--- src/rtl/uart_pkg.sv ---
`timescale 1ns/1ps
`default_nettype none
// +--------------------------------------------------------------------------+
// | uart_pkg : shared constants and FSM encoding for the UART transmitter    |
// | Rev 1.0                                                                  |
// +--------------------------------------------------------------------------+
package uart_pkg;

  localparam int   CLK_FREQ_DEFAULT = 50_000_000;
  localparam int   BAUD_DEFAULT     = 9600;
  localparam int   DATA_BITS        = 8;
  localparam logic IDLE_LEVEL       = 1'b1;

  typedef logic [2:0] tx_state_t;

  localparam tx_state_t ST_IDLE   = 3'd0;
  localparam tx_state_t ST_START  = 3'd1;
  localparam tx_state_t ST_DATA   = 3'd2;
  localparam tx_state_t ST_PARITY = 3'd3;
  localparam tx_state_t ST_STOP   = 3'd4;

  function automatic logic even_parity(input logic [DATA_BITS-1:0] data);
    return ^data;
  endfunction

endpackage
`default_nettype wire

--- src/rtl/uart_baud_gen.sv ---
`timescale 1ns/1ps
`default_nettype none
// +--------------------------------------------------------------------------+
// | uart_baud_gen : bit-period counter, one-cycle bit_end tick per bit       |
// | Rev 1.0                                                                  |
// +--------------------------------------------------------------------------+
module uart_baud_gen #(
  parameter int BAUD_DIV = 5208
) (
  input  logic clk,
  input  logic reset,
  input  logic clear,
  input  logic enable,
  output logic bit_end
);

  localparam int             CW   = (BAUD_DIV > 1) ? $clog2(BAUD_DIV) : 1;
  localparam logic [CW-1:0]  LAST = CW'(BAUD_DIV - 1);

  logic [CW-1:0] r_count;

  always_ff @(posedge clk or negedge reset) begin
    if (!reset) begin
      r_count <= '0;
    end else if (clear) begin
      r_count <= '0;
    end else if (enable) begin
      r_count <= (r_count == LAST) ? '0 : r_count + 1'b1;
    end
  end

  assign bit_end = enable && !clear && (r_count == LAST);

endmodule
`default_nettype wire

--- src/rtl/uart_tx_serializer.sv ---
`timescale 1ns/1ps
`default_nettype none
// +--------------------------------------------------------------------------+
// | uart_tx_serializer : 8N1 UART transmitter, LSB first, busy/done status   |
// | Option macro UART_TX_PARITY_EN adds an even parity bit (8E1).            |
// | Rev 1.0                                                                  |
// +--------------------------------------------------------------------------+
module uart_tx_serializer
  import uart_pkg::*;
#(
  parameter int CLK_FREQ = CLK_FREQ_DEFAULT,
  parameter int BAUD     = BAUD_DEFAULT,
  parameter int BAUD_DIV = CLK_FREQ / BAUD
) (
  input  logic                 clk,
  input  logic                 reset,
  input  logic [DATA_BITS-1:0] tx_data,
  input  logic                 tx_start,
  output logic                 tx_busy,
  output logic                 tx_done,
  output logic                 UART_TX
);

  localparam logic [2:0] LAST_BIT = 3'(DATA_BITS - 1);

  tx_state_t            r_state;
  logic [DATA_BITS-1:0] r_shift;
  logic [2:0]           r_bit_idx;
  logic                 r_tx;
  logic                 r_busy;
  logic                 r_done;
  logic                 w_accept;
  logic                 w_bit_end;

  assign w_accept = (r_state == ST_IDLE) && tx_start;

  uart_baud_gen #(
    .BAUD_DIV (BAUD_DIV)
  ) u_baud_gen (
    .clk     (clk),
    .reset   (reset),
    .clear   (w_accept),
    .enable  (r_state != ST_IDLE),
    .bit_end (w_bit_end)
  );

`ifdef UART_TX_PARITY_EN
  // Parity is taken from the byte at accept time; the shift register is consumed.
  logic r_parity;

  always_ff @(posedge clk or negedge reset) begin
    if (!reset) begin
      r_parity <= 1'b0;
    end else if (w_accept) begin
      r_parity <= even_parity(tx_data);
    end
  end
`endif

  always_ff @(posedge clk or negedge reset) begin
    if (!reset) begin
      r_state   <= ST_IDLE;
      r_shift   <= '0;
      r_bit_idx <= '0;
      r_tx      <= IDLE_LEVEL;
      r_busy    <= 1'b0;
      r_done    <= 1'b0;
    end else begin
      r_done <= 1'b0;
      case (r_state)
        ST_IDLE: begin
          if (tx_start) begin
            r_state   <= ST_START;
            r_shift   <= tx_data;
            r_bit_idx <= '0;
            r_tx      <= ~IDLE_LEVEL;
            r_busy    <= 1'b1;
          end
        end
        ST_START: begin
          if (w_bit_end) begin
            r_state <= ST_DATA;
            r_tx    <= r_shift[0];
          end
        end
        ST_DATA: begin
          if (w_bit_end) begin
            r_shift <= r_shift >> 1;
            if (r_bit_idx == LAST_BIT) begin
`ifdef UART_TX_PARITY_EN
              r_state <= ST_PARITY;
              r_tx    <= r_parity;
`else
              r_state <= ST_STOP;
              r_tx    <= IDLE_LEVEL;
`endif
            end else begin
              r_bit_idx <= r_bit_idx + 1'b1;
              r_tx      <= r_shift[1];
            end
          end
        end
`ifdef UART_TX_PARITY_EN
        ST_PARITY: begin
          if (w_bit_end) begin
            r_state <= ST_STOP;
            r_tx    <= IDLE_LEVEL;
          end
        end
`endif
        ST_STOP: begin
          if (w_bit_end) begin
            r_state <= ST_IDLE;
            r_busy  <= 1'b0;
            r_done  <= 1'b1;
          end
        end
        default: begin
          r_state <= ST_IDLE;
          r_tx    <= IDLE_LEVEL;
          r_busy  <= 1'b0;
        end
      endcase
    end
  end

  assign UART_TX = r_tx;
  assign tx_busy = r_busy;
  assign tx_done = r_done;

endmodule
`default_nettype wire

--- config.mk ---
export PLATFORM = sky130hd
export DESIGN_NAME = uart_tx_serializer
export DESIGN_NICKNAME = d
export VERILOG_FILES = /design/src/rtl/uart_pkg.sv /design/src/rtl/uart_baud_gen.sv /design/src/rtl/uart_tx_serializer.sv
export SDC_FILE = /design/constraint.sdc
export NUM_CORES = 1
export LEC_CHECK = 0
export CAP_MARGIN = 30
export CELL_PAD_IN_SITES_DETAIL_PLACEMENT = 2
export CELL_PAD_IN_SITES_GLOBAL_PLACEMENT = 2
export CORE_MARGIN = 2
export CORE_UTILIZATION = 40
export DETAILED_ROUTE_END_ITERATION = 8
export PLACE_DENSITY_LB_ADDON = 0.1
export RECOVER_POWER = 50
export SYNTH_ARGS = -nofsm -noshare
export SYNTH_HDL_FRONTEND = slang
export SYNTH_SLANG_ARGS = --single-unit
--- constraint.sdc ---
create_clock -name clk -period 3.6 [get_ports clk]
set_input_delay 0.72 -clock clk [delete_from_list [all_inputs] [get_ports clk]]
set_output_delay 0.72 -clock clk [all_outputs]
set_load 0.02 [all_outputs]
==> metrics <==
simple-gate area share of the yosys netlist=23.4%; die footprint=5060 sq um; fraction of final layout cells sized beyond drive strength 1=15.0%; required time of the worst setup path=3.67 ns; CP Buf/Inv Count=2; number of flops mapped to enable cells by yosys=0; wire length of the first global-routing pass=8.44 mm; setup repair after global routing missed its margin=no; Std-Cell Rows=24; final standard cell utilization of the core=46.0%; layout overhead on the synthesized area=11.1%; type of the setup path with the least slack=in -> async; GPL Wtd Cong=0.796; post-route cell area=2000 sq um; aggregate global routing overflow=0; largest cells by area after synthesis=dfrtp_1 (40%), mux2_2 (8.7%), a31oi_1 (4.5%); DRC violations left=0; maximum VDD drop=0.234 mV; worst rel slew slack=-13.9%; most used standard cells in the synthesized netlist=dfrtp_1 (29), mux2_2 (14), nand3_1 (14), a31oi_1 (13), nand2_1 (10); drt initial violations=63; detailed-route wire length=4.85 mm; area leader, netlist=dfrtp_1; final period utilization=67.0%; Top Family by Delay on Critical Path=buffers and inverters; x dimension of the die=71.1 um; initial cell density of the core=41.4%; chain of cells forming the critical path=dlygate4sd3_1 -> clkbuf_1; synthesized cell area=1800 sq um; Main synth FF type=dfrtp_1; endpoints failing hold=0; area taken by flip-flops and latches=752 sq um; source-to-sink clock delay at the later pin of the worst-skew pair=0.28 ns; Post-DP Area=1930 sq um; total of endpoints with negative setup slack in the final report=0; final-layout fill cell count=466; sort of element at the end of the critical path=async pin; Routed WL per cell=20.3 um; number of distinct library cell variants in the gate-level netlist after synthesis=48; stage delay of the slowest cell on the critical path=1.23 ns; proportion of synthesized flip-flops having asynchronous set or reset=100%; die height=71.1 um; Nets=200; clock transition at the registers of the reported paths=0.06 ns; final-report max-slew violation count=31; cell count after placement=231; net count after synthesis=194; compound-gate portion of the synthesized area=17.1%; count of vias placed by the detailed router=1482; total number of clock tree sinks=30; final cell count without fillers=239; number of gates resized after CTS=0; pin count of the biggest net entering global routing=33; cell with the biggest individual delay on the critical path=clkbuf_1; startpoint of the worst hold path=r_shift[5]; share of cell area taken by muxes after synthesis=9.30%; register area share after synthesis=41.7%; detailed placement HPWL=3.33 mm; Hold Crit Class=reg -> reg; gate count of the mapped netlist=180; combinational family with the most area after synthesis=simple AND/OR/NAND/NOR gates; Hold Buf Count CTS=0; total power divided by cell area=562 nW/um^2; Post-Synthesis Mean Instance Area=10.0 sq um; PortBufs=13; worst reg2reg path startpoint=r_state[1]; clk buf depth=2; setup TNS=0 ns; violations in the final reports=capacitance limit, slew limit; flops & latches, synth=30; number of nets still failing antenna checks after routing=0; Adder-Cell Fraction of Synth Area=2.08%; clock buffers created by TritonCTS=5; Worst Hold Slack=0.506 ns; data arrival at the endpoint of the critical path=2.48 ns; clock root buffer=clkbuf_8; start point of the critical path=reset; max-cap viol count=1; outcome=finished with violations; warning count from the yosys run=0; clock tree from TritonCTS=done; Critical Path Start Type=input pin; maximum operating frequency=0.414 GHz; measured slew at the worst slew-check pin=1.71 ns; xor/xnor share of the synthesized area=0.486%; leakage power figure=0.795 nW; Final Skew=0.00858 ns; depth of the CTS H-tree=2; leading cell type by number of instances after synthesis=dfrtp_1; initial antenna violation count=0; final worst path period need=2.41 ns; overall fraction of global-route tracks in use=21.2%; worst-path fanout max=30; placeable core area=4350 sq um; multi-input combinational cell area=932 sq um; number of I/O pins=14; via count of the first global-routing pass=1644; setup fix buffers added after clock tree synthesis=0; vias per std cell=6.20; Initial DRT Pass Iterations=4; Ant. Diodes=0; top-area cell type share of the netlist area=40.2%
## stage by stage
step                      total power [mW]  setup WS [ns]
after global placement               0.809           1.26
after floorplan                      0.753           1.96
final                                 1.13           1.19
after detailed placement             0.850           1.09
after CTS                             1.14           1.21
after global routing                  1.21          0.900
## kinds of logic (layout without fill, tap and decap cells)
family                     count (synthesis)  after routing
AOI/OAI and AO/OA                         43             43
xor gates and xnor gates                   1              1
adders and majority gates                  3              3
buffers and inverters                     22             29
DFF                                       30             30
muxes                                     15             15
and+or+nand+nor                           66             66
## state kept, by name, summed over array words and instances, names as in the netlist
signal / count
tx_busy: 1
u_baud_gen.r_count: 13
tx_done: 1
r_shift: 8
r_bit_idx: 3
r_state: 3
UART_TX: 1
## layout by cell type (no fill, tap or decap), drive strengths merged, types with 5 or more instances in the layout
cell,instances
dfrtp,29
nand3,15
mux2,14
a31oi,13
clkdlybuf4s50,12
nand2,10
clkbuf,9
and3,7
nand3b,6
inv,6
nand4,5
## power by group
part	total (mW)	switching, mW	internal [mW]
Sequential	0.571	0.143	0.428
Clock	0.284	0.129	0.156
Combinational	0.270	0.131	0.139
Total	1.13	0.403	0.722
## layout make-up
cell class,count,area share (%)
Multi-Input combinational cell,128,46.5
Sequential cell,30,37.5
Timing Repair Buffer,15,7.06
Clock buffer,8,4.50
Tap cell,52,3.25
Inverter,6,1.12
## final timing paths
kind,to,slack (ns),cells past startpoint
min in group asynchronous,r_bit_idx[2],1.41,2
worst max-delay path,r_shift[3],1.19,2
worst max register to register,u_baud_gen.r_count[10],1.23,3
worst min register to register,r_shift[5],0.51,1
max in group clk,u_baud_gen.r_count[10],1.23,3
worst min-delay path,r_shift[5],0.51,1
## routing by layer
| metal | vias up | wire length, um | global-route usage [%] |
|---|---|---|---|
| li1 | 702 | - | - |
| met1 | 753 | 2230 | 28.0 |
| met2 | 20 | 2420 | 34.7 |
| met3 | 7 | 131 | 5.56 |
| met4 | 0 | 57 | 5.87 |
| met5 | - | 0 | 0 |
Power figures use the tool's default switching activity.
